<file path="src/rtl/mem_stage.sv">
`timescale 1ns/1ps
// mem_stage: memory-access pipeline stage between EX and WB.
//   Accepts one instruction at a time from EX and does one of three things.
//   A non-memory op is retired on the next cycle.
//   A faulting op is retired on the next cycle with wb_fault set.
//   A legal load or store issues one data-memory request and waits in WAIT
//   for dmem_ack. The access is abandoned if ACK_TIMEOUT cycles pass with no ack.
//
// Handshakes:
//   EX side : a transfer occurs on a rising edge with ex_valid && ex_ready.
//             ex_ready is high exactly while the FSM is IDLE.
//   dmem    : dmem_req is held, with all attributes stable, up to and
//             including the cycle in which dmem_ack is sampled high.
//   WB side : wb_valid is a one-cycle pulse. The wb_* bundle is meaningful
//             only while wb_valid is high.
//
// Ports:
//   clk, rst_n                  clock, async active-low reset
//   ex_valid/ex_ready           EX handshake
//   ex_alu_result, ex_store_data, ex_mem_read, ex_mem_write,
//   ex_funct3, ex_rd, ex_reg_write   instruction fields from EX
//   dmem_req/we/addr/wdata/be   data-memory request
//   dmem_ack, dmem_rdata        data-memory completion
//   wb_valid/data/rd/reg_write/fault   writeback bundle
//   dbg_state_o                 FSM state (0 = IDLE, 1 = WAIT)
module mem_stage #(
   parameter int unsigned ACK_TIMEOUT = 64
) (
   input  logic        clk,
   input  logic        rst_n,
   input  logic        ex_valid,
   output logic        ex_ready,
   input  logic [31:0] ex_alu_result,
   input  logic [31:0] ex_store_data,
   input  logic        ex_mem_read,
   input  logic        ex_mem_write,
   input  logic [2:0]  ex_funct3,
   input  logic [4:0]  ex_rd,
   input  logic        ex_reg_write,
   output logic        dmem_req,
   output logic        dmem_we,
   output logic [31:0] dmem_addr,
   output logic [31:0] dmem_wdata,
   output logic [3:0]  dmem_be,
   input  logic        dmem_ack,
   input  logic [31:0] dmem_rdata,
   output logic        wb_valid,
   output logic [31:0] wb_data,
   output logic [4:0]  wb_rd,
   output logic        wb_reg_write,
   output logic        wb_fault,
   output logic        dbg_state_o
);

   typedef enum logic {S_IDLE = 1'b0, S_WAIT = 1'b1} state_t;

   state_t      state_q, state_d;
   logic [15:0] cnt_q, cnt_d;
   logic [1:0]  off_q, off_d;       // byte offset captured at issue
   logic [2:0]  f3_q, f3_d;
   logic [4:0]  rd_q, rd_d;
   logic        rw_q, rw_d;
   logic        ld_q, ld_d;
   logic        req_q, req_d, we_q, we_d;
   logic [31:0] addr_q, addr_d, wdata_q, wdata_d;
   logic [3:0]  be_q, be_d;
   logic        wbv_q, wbv_d, wbrw_q, wbrw_d, wbf_q, wbf_d;
   logic [31:0] wbd_q, wbd_d;
   logic [4:0]  wbrd_q, wbrd_d;

   logic        is_mem, fault, timeout_hit;
   logic [31:0] st_wdata, shifted, ld_data;
   logic [3:0]  st_be;

   assign ex_ready     = (state_q == S_IDLE);
   assign dbg_state_o  = state_q;
   assign dmem_req     = req_q;
   assign dmem_we      = we_q;
   assign dmem_addr    = addr_q;
   assign dmem_wdata   = wdata_q;
   assign dmem_be      = be_q;
   assign wb_valid     = wbv_q;
   assign wb_data      = wbd_q;
   assign wb_rd        = wbrd_q;
   assign wb_reg_write = wbrw_q;
   assign wb_fault     = wbf_q;

   // Timeout fires in the WAIT cycle whose count would reach ACK_TIMEOUT,
   // so dmem_req stays high for exactly ACK_TIMEOUT cycles.
   assign timeout_hit = (ACK_TIMEOUT != 0) && ((32'(cnt_q) + 32'd1) == ACK_TIMEOUT);

   always_comb begin
      is_mem = ex_mem_read | ex_mem_write;
      fault  = 1'b0;
      if (ex_mem_read && ex_mem_write)
         fault = 1'b1;
      else if (ex_mem_read)
         fault = (ex_funct3 == 3'b011) || (ex_funct3 == 3'b110) || (ex_funct3 == 3'b111);
      else if (ex_mem_write)
         fault = (ex_funct3 > 3'b010);
      if (is_mem && ex_funct3[1:0] == 2'b01 && ex_alu_result[0])
         fault = 1'b1;
      if (is_mem && ex_funct3[1:0] == 2'b10 && ex_alu_result[1:0] != 2'b00)
         fault = 1'b1;
   end

   always_comb begin
      st_be    = 4'b1111;
      st_wdata = ex_store_data;
      case (ex_funct3[1:0])
         2'b00: begin
            st_be    = 4'b0001 << ex_alu_result[1:0];
            st_wdata = {4{ex_store_data[7:0]}};
         end
         2'b01: begin
            st_be    = ex_alu_result[1] ? 4'b1100 : 4'b0011;
            st_wdata = {2{ex_store_data[15:0]}};
         end
         default: ;
      endcase
   end

   always_comb begin
      shifted = dmem_rdata >> {off_q, 3'b000};
      case (f3_q)
         3'b000:  ld_data = {{24{shifted[7]}}, shifted[7:0]};
         3'b001:  ld_data = {{16{shifted[15]}}, shifted[15:0]};
         3'b100:  ld_data = {24'd0, shifted[7:0]};
         3'b101:  ld_data = {16'd0, shifted[15:0]};
         default: ld_data = dmem_rdata;
      endcase
   end

   always_comb begin
      state_d = state_q;
      cnt_d   = cnt_q;
      off_d   = off_q;
      f3_d    = f3_q;
      rd_d    = rd_q;
      rw_d    = rw_q;
      ld_d    = ld_q;
      req_d   = req_q;
      we_d    = we_q;
      addr_d  = addr_q;
      wdata_d = wdata_q;
      be_d    = be_q;
      wbv_d   = 1'b0;
      wbd_d   = wbd_q;
      wbrd_d  = wbrd_q;
      wbrw_d  = wbrw_q;
      wbf_d   = wbf_q;
      case (state_q)
         S_IDLE: begin
            if (ex_valid) begin
               if (!is_mem || fault) begin
                  wbv_d  = 1'b1;
                  wbd_d  = ex_alu_result;
                  wbrd_d = ex_rd;
                  wbrw_d = fault ? 1'b0 : ex_reg_write;
                  wbf_d  = fault;
               end else begin
                  state_d = S_WAIT;
                  cnt_d   = 16'd0;
                  req_d   = 1'b1;
                  we_d    = ex_mem_write;
                  addr_d  = {ex_alu_result[31:2], 2'b00};
                  be_d    = ex_mem_write ? st_be : 4'b1111;
                  wdata_d = ex_mem_write ? st_wdata : 32'd0;
                  off_d   = ex_alu_result[1:0];
                  f3_d    = ex_funct3;
                  rd_d    = ex_rd;
                  rw_d    = ex_mem_read & ex_reg_write;
                  ld_d    = ex_mem_read;
               end
            end
         end
         S_WAIT: begin
            if (dmem_ack) begin
               // An ack in the timeout cycle still retires normally.
               state_d = S_IDLE;
               req_d   = 1'b0;
               wbv_d   = 1'b1;
               wbrd_d  = rd_q;
               wbf_d   = 1'b0;
               wbd_d   = ld_q ? ld_data : 32'd0;
               wbrw_d  = ld_q ? rw_q : 1'b0;
            end else if (timeout_hit) begin
               state_d = S_IDLE;
               req_d   = 1'b0;
               wbv_d   = 1'b1;
               wbrd_d  = rd_q;
               wbd_d   = 32'd0;
               wbrw_d  = 1'b0;
               wbf_d   = 1'b1;
            end else begin
               cnt_d = cnt_q + 16'd1;
            end
         end
         default: state_d = S_IDLE;
      endcase
   end

   always_ff @(posedge clk or negedge rst_n) begin
      if (!rst_n) begin
         state_q <= S_IDLE;
         cnt_q   <= '0;
         off_q   <= '0;
         f3_q    <= '0;
         rd_q    <= '0;
         rw_q    <= 1'b0;
         ld_q    <= 1'b0;
         req_q   <= 1'b0;
         we_q    <= 1'b0;
         addr_q  <= '0;
         wdata_q <= '0;
         be_q    <= '0;
         wbv_q   <= 1'b0;
         wbd_q   <= '0;
         wbrd_q  <= '0;
         wbrw_q  <= 1'b0;
         wbf_q   <= 1'b0;
      end else begin
         state_q <= state_d;
         cnt_q   <= cnt_d;
         off_q   <= off_d;
         f3_q    <= f3_d;
         rd_q    <= rd_d;
         rw_q    <= rw_d;
         ld_q    <= ld_d;
         req_q   <= req_d;
         we_q    <= we_d;
         addr_q  <= addr_d;
         wdata_q <= wdata_d;
         be_q    <= be_d;
         wbv_q   <= wbv_d;
         wbd_q   <= wbd_d;
         wbrd_q  <= wbrd_d;
         wbrw_q  <= wbrw_d;
         wbf_q   <= wbf_d;
      end
   end

endmodule

</file>
<file path="config.mk">
export PLATFORM = sky130hd
export DESIGN_NAME = mem_stage
export DESIGN_NICKNAME = d
export VERILOG_FILES = /design/src/rtl/mem_stage.sv
export SDC_FILE = /design/constraint.sdc
export NUM_CORES = 1
export LEC_CHECK = 0
export ABC_AREA = 1
export BUFFER_PORTS_ARGS = -buffer_cell sky130_fd_sc_hd__buf_2
export CAP_MARGIN = 20
export CORE_UTILIZATION = 50
export DETAILED_ROUTE_END_ITERATION = 12
export PLACE_DENSITY = 0.86
export SYNTH_ARGS = -nofsm -noshare
export SYNTH_HDL_FRONTEND = slang
export SYNTH_SLANG_ARGS = --single-unit
</file>
<file path="constraint.sdc">
create_clock -name clk -period 2.24 [get_ports clk]
set_input_delay 0 -clock clk [delete_from_list [all_inputs] [get_ports clk]]
set_output_delay 0 -clock clk [all_outputs]
set_load 0.01 [all_outputs]
</file>
==> metrics, run 1 <==
Max Used Layer met4; family with the most delay on the worst path simple AND/OR/NAND/NOR gates; mux share of post-synthesis cell area 0%; pin count of the biggest net entering global routing 71; part of the cycle the worst path needs 93.1%; post-synthesis adder-cell area fraction 0.344%; post-layout minimum cycle time 2.09 ns; Core Footprint 14000 um^2; Filler Cell Count 1019; Synth Area in Compound Gates 16.2%; total power after layout 8.96 mW; clock tree from TritonCTS done; Congestion Overflow GR 0; critical path required time 2.56 ns; Setup CP Type flip-flop to flip-flop; synthesized area per cell 7.45 um^2; Most Frequent Cell on Critical Path sky130_fd_sc_hd__nand2_1; most frequent cells in the layout sky130_fd_sc_hd__nand2_1 (273), sky130_fd_sc_hd__buf_2 (219), sky130_fd_sc_hd__o21ai_0 (155), sky130_fd_sc_hd__dfrtp_1 (135), sky130_fd_sc_hd__inv_1 (97); largest family of logic cells by synthesized area simple AND/OR/NAND/NOR gates; PD cells 895 nW/um^2; final net count 1377; Synth warnings 0; met2 wire len 11900 um; endpoint kind of the worst setup timing path flip-flop; count of maximum capacitance violations 0; gr usage total 33.5%; slack of the worst reg-to-reg path 0.15 ns; post-synthesis xor/xnor area fraction 0.241%; post-detailed-route via-to-cell ratio 5.68; Reg2Reg Depth 13; Post-Route WL 24600 um; clk slew on worst S/H paths 0.06 ns; average routed wire per standard cell 16.9 um; stage delay of the slowest cell on the critical path 0.38 ns; routed length on met3 2130 um; r2r endpoint wb_data[15]; routed metal-1 wire length 9500 um; max-slew violation count 0; wire length of the first global-routing pass 38500 um; worst voltage drop across the vdd grid 0.582 mV; critical path peak fanout 21; Design Area, Final 10000 um^2; insertion delay of the later-clocked pin in the worst-skew pair 0.43 ns; Distinct cells, synth 36; WHS 0.0132 ns; x dimension of the die 123 um; proportion of layout cells with a drive suffix above 1 23.8%; maximum clock rate 479 MHz; estimated wirelength of the detail-placed design 15200 um; via count of the first global-routing pass 7840; FF+latch count, synth 137; post-synth top area share 47.2%; area post-placement 8550 um^2; final design utilization 71.3%; Starting Density 51.7%; data arrival time of the critical path 2.40 ns; count of pins on the block boundary 223; Yosys top cell by area sky130_fd_sc_hd__dfrtp_1; status finished, final reports clean; level count of the clock H-tree 4; Initial DRC Count 898; leading cell types by total area after synthesis sky130_fd_sc_hd__dfrtp_1 (47%), sky130_fd_sc_hd__nand2_1 (14%), sky130_fd_sc_hd__o21ai_0 (11%), sky130_fd_sc_hd__nand3_1 (6.0%), sky130_fd_sc_hd__inv_1 (5.0%); detailed-routing iteration count for the pre-antenna-repair pass 6; Area Overhead vs Synth 37.7%; Remaining DRCs 0; number of port buffers 220; buffers and inverters on the worst path 1; register area share after synthesis 47.2%; antenna viol nets, final 0; die height 123 um; clock sinks 137; number of antenna violations at the first check in global routing 0; WP depth 13; placer's final routability congestion estimate 0.978; ordered list of cells on the worst path ha_2 -> nand2_1 -> nor2_4 -> nand4_1 -> nand2_1 -> nand3_1 -> nor2_2 -> nand3_4 -> nand2_2 -> nand2_1 -> buf_6 -> nand2_1 -> nand2_1; crit path max-delay cell type sky130_fd_sc_hd__dfrtp_2; worst rel slew slack 46.2%; static leakage 5.33 nW; cells after synthesis 975; clock tree root buffer cell sky130_fd_sc_hd__clkbuf_16; most common cell after layout, fill and taps aside sky130_fd_sc_hd__nand2_1; Core Rows 43; startpoint types flip-flop; endpoints failing setup 0; via count 8263; hold violation total from the final report 0; RR Startpoint cnt_q[1]; Post-Synth Simple-Gate Area 26.6%; antenna diode count 0; Critical Path Source cnt_q[1]; slew of the pin with the lowest slew margin 0.803 ns; total negative slack 0 ns; overall die area 15000 um^2; maximum buffer depth of the clock tree 2; worst min path class input port to flip-flop; Worst Skew 0.00703 ns; worst setup path end wb_data[15]; cts bufs inserted 17; cell area after synthesis 7270 um^2
-- timing repair --
| item | CTS | global route |
|---|---|---|
| hold endpoints to repair | 170 | 1 |
| buffers inserted | 0 | 5 |
| setup endpoints to repair | 0 | 62 |
| hold buffers | 79 | 1 |
| gates resized for setup | 0 | 10 |
-- worst min path at each step --
stage | startpoint | endpoint | slack, ns | cells after the start
floorplan | rst_n | cnt_q[0] | -0.30 | 0
finish | ex_alu_result[0] | off_q[0] | 0.01 | 3
CTS | ex_alu_result[0] | off_q[0] | 0.0004 | 3
global placement | rst_n | dmem_wdata[18] | 0.05 | 1
detailed placement | rst_n | dmem_wdata[10] | 0.05 | 1
global route | ex_alu_result[0] | off_q[0] | 0.01 | 3
-- metal layers --
layer | vias up | global-route usage (%)
li1 | 3784 | -
met1 | 3827 | 41.0
met2 | 544 | 54.5
met3 | 108 | 8.18
met4 | 0 | 18.4
met5 | - | 0
-- worst register-to-register path, stage by stage (launching register included) --
cell                      delay [ns]
sky130_fd_sc_hd__dfrtp_2        0.38
sky130_fd_sc_hd__ha_2           0.20
sky130_fd_sc_hd__nand2_1        0.09
sky130_fd_sc_hd__nor2_4         0.20
sky130_fd_sc_hd__nand4_1        0.11
sky130_fd_sc_hd__nand2_1        0.12
sky130_fd_sc_hd__nand3_1        0.09
sky130_fd_sc_hd__nor2_2         0.16
sky130_fd_sc_hd__nand3_4        0.09
sky130_fd_sc_hd__nand2_2        0.11
sky130_fd_sc_hd__nand2_1        0.10
sky130_fd_sc_hd__buf_6          0.18
sky130_fd_sc_hd__nand2_1        0.08
sky130_fd_sc_hd__nand2_1        0.06
-- cell families (layout without fill, tap and decap cells) --
group | after synthesis | count (layout)
xor+xnor | 2 | 2
simple gates | 452 | 453
buf+inv | 164 | 463
fa+ha+maj | 2 | 2
flops | 137 | 137
other cells | 1 | 2
compound gates | 217 | 217
-- area by class of cell --
class / count / area [um^2] / area share [%]
Sequential cell: 137 / 3430 / 34.3
Multi-Input combinational cell: 676 / 3200 / 32.0
Timing Repair Buffer: 333 / 2200 / 22.0
Clock buffer: 21 / 460 / 4.60
Inverter: 99 / 372 / 3.71
Tap cell: 180 / 225 / 2.25
Clock inverter: 10 / 120 / 1.20
-- registers in the layout, summed over array words and instances (netlist names) --
register and cells:
rw_q 1, dbg_state_o 1, off_q 2, wb_reg_write 1
wb_fault 1, rd_q 5, dmem_we 1, wb_rd 5
f3_q 3, wb_data 32, dmem_req 1, wb_valid 1
cnt_q 16, dmem_addr 30, ld_q 1, dmem_be 4
dmem_wdata 32
-- stage by stage --
| step | std cells | worst slack (ns) |
|---|---|---|
| 6_report | 1456 | 0.154 |
| 5_1_grt | 1456 | -0.0174 |
| 4_1_cts | 1449 | 0.0323 |
| 3_5_place_dp | 1339 | 0.0836 |
| 3_3_place_gp | 1339 | 0.170 |
| 2_1_floorplan | 976 | 0.270 |
-- synth_stat cells, drive strengths merged --
library cell and number:
a21oi 14, a22oi 2, a31oi 2, and2 1
and3 1, buf 28, clkbuf 37, clkinv 1
conb 1, dfrtp 137, ha 2, inv 98
nand2 275, nand3 90, nand3b 1, nand4 23
nor2 56, nor3 4, o211ai 6, o21ai 157
o221ai 7, o22ai 29, or2 1, xor2 2
-- power breakdown --
part | internal [mW] | switching [mW]
Sequential | 3.05 | 0.372
Clock | 1.69 | 1.10
Combinational | 1.10 | 1.64
Power figures use the tool's default switching activity.
==> run 2: changes to the inputs <==
CORE_UTILIZATION = 52   (was 50)
PLACE_DENSITY = 0.89   (was 0.86)
==> metrics, run 2 (synthesized netlist as in run 1, its figures left out) <==
gr usage total 35.3%; static leakage 5.29 nW; pin count of the biggest net entering global routing 65; Core Footprint 13500 um^2; placer's final routability congestion estimate 0.936; endpoint kind of the worst setup timing path flip-flop; critical path peak fanout 24; maximum buffer depth of the clock tree 2; via count of the first global-routing pass 7978; area post-placement 8510 um^2; level count of the clock H-tree 4; Worst Skew 0.00816 ns; WHS 0.0315 ns; most frequent cells in the layout sky130_fd_sc_hd__nand2_1 (273), sky130_fd_sc_hd__buf_2 (219), sky130_fd_sc_hd__o21ai_0 (155), sky130_fd_sc_hd__dfrtp_1 (135), sky130_fd_sc_hd__inv_1 (95); clock tree root buffer cell sky130_fd_sc_hd__clkbuf_16; antenna diode count 0; post-layout minimum cycle time 2.12 ns; Starting Density 54.0%; Post-Route WL 25100 um; slew of the pin with the lowest slew margin 0.804 ns; M3 GR Usage 8.82%; count of pins on the block boundary 223; clk slew on worst S/H paths 0.06 ns; clock tree from TritonCTS done; detailed-routing iteration count for the pre-antenna-repair pass 6; cts bufs inserted 17; antenna viol nets, final 0; estimated wirelength of the detail-placed design 15200 um; number of antenna violations at the first check in global routing 1; clock sinks 137; overall die area 14400 um^2; post-detailed-route via-to-cell ratio 5.69; wire length of the first global-routing pass 39700 um; most common cell after layout, fill and taps aside sky130_fd_sc_hd__nand2_1; endpoints failing setup 0; worst rel slew slack 46.2%; Congestion Overflow GR 0; Design Area, Final 9910 um^2; hold violation total from the final report 0; Filler Cell Count 933; critical path required time 2.55 ns; Remaining DRCs 0; met2 track demand over resource 57.2%; PD cells 893 nW/um^2; routing layer with the top usage in global route met2; via count 8230; Core Rows 42; average routed wire per standard cell 17.3 um; count of maximum capacitance violations 0; Area Overhead vs Synth 36.4%; proportion of layout cells with a drive suffix above 1 23.8%; final net count 1371; data arrival time of the critical path 2.43 ns; worst voltage drop across the vdd grid 0.673 mV; met1 track demand over resource in global routing 43.4%; number of port buffers 220; worst min path class input port to flip-flop; die height 120 um; x dimension of the die 120 um; part of the cycle the worst path needs 94.7%; startpoint types flip-flop; maximum clock rate 471 MHz; max-slew violation count 0; Setup CP Type flip-flop to flip-flop; insertion delay of the later-clocked pin in the worst-skew pair 0.43 ns; status finished, final reports clean; Initial DRC Count 887
-- run 2: cell types whose count changed in the layout (fill, tap and decap cells not counted), sizes merged, moves of 2 or more --
cell    change
clkbuf      -3
clkinv      +2
buf         -4
inv         +2
-- run 2: final cells by class --
| cell class | instances | area (um^2) | area share, % |
|---|---|---|---|
| inverter | 99 | 372 | 3.75 |
| sequential | 137 | 3430 | 34.6 |
| timing repair buffer | 328 | 2140 | 21.6 |
| clock inverter | 14 | 124 | 1.25 |
| tap | 176 | 220 | 2.22 |
| clock buffer | 18 | 429 | 4.33 |
| multi-input combinational | 675 | 3190 | 32.2 |
-- run 2: power by group --
group          internal [mW]  total, mW  switching, mW
combinational           1.09       2.72           1.64
sequential              3.05       3.46          0.407
clock                   1.53       2.66           1.13
total                   5.67       8.85           3.18
-- run 2: worst paths after layout --
check	from	end	slack (ns)	cells past startpoint
setup reg to reg	cnt_q[0]	wb_data[17]	0.12	13
max in group asynchronous	rst_n	dmem_addr[14]	1.41	3
hold / removal	dmem_rdata[5]	wb_data[5]	0.03	5
hold reg to reg	wb_data[7]	wb_data[7]	0.47	2
setup / recovery	cnt_q[0]	wb_data[17]	0.12	13
min in group asynchronous	rst_n	dmem_wdata[18]	0.05	2
-- run 2: repair_timing --
| item | 4_1_cts | 5_1_grt |
|---|---|---|
| hold buffers | 79 | 0 |
| hold endpoints to repair | 240 | 0 |
| gates resized for setup | 0 | 11 |
| buffers inserted | 0 | 3 |
| endpoints found under the setup margin | 0 | 59 |
-- run 2: layer usage --
layer  vias to the layer above  wire, um
met2                       576     12000
li1                       3770         -
met5                         -         0
met3                       129      2360
met1                      3755      9550
met4                         0      1180
-- run 2: worst max-delay path, cell delays in order (launching register included) --
cell and delay (ns):
sky130_fd_sc_hd__dfrtp_1 0.38, sky130_fd_sc_hd__ha_2 0.22, sky130_fd_sc_hd__nand2_1 0.10, sky130_fd_sc_hd__nor2_4 0.20
sky130_fd_sc_hd__nand3_1 0.09, sky130_fd_sc_hd__nand2_1 0.11, sky130_fd_sc_hd__nand3_1 0.07, sky130_fd_sc_hd__nor2_1 0.20
sky130_fd_sc_hd__nand3_4 0.09, sky130_fd_sc_hd__nand2_2 0.10, sky130_fd_sc_hd__nand2_1 0.10, sky130_fd_sc_hd__buf_6 0.19
sky130_fd_sc_hd__nand2_1 0.09, sky130_fd_sc_hd__nand2_1 0.07
-- run 2: stage by stage --
stage          total power, mW  utilization, %  worst slack, ns  setup TNS [ns]  std cells
3_5_place_dp              5.92            63.3           0.0775               0       1333
5_1_grt                   9.29            73.7          -0.0243         -0.0408       1447
6_report                  8.85            73.7            0.118               0       1447
3_3_place_gp              5.83            63.3            0.192               0       1333
4_1_cts                   8.70            73.3           0.0534               0       1444
2_1_floorplan             4.84               -            0.270               0        976
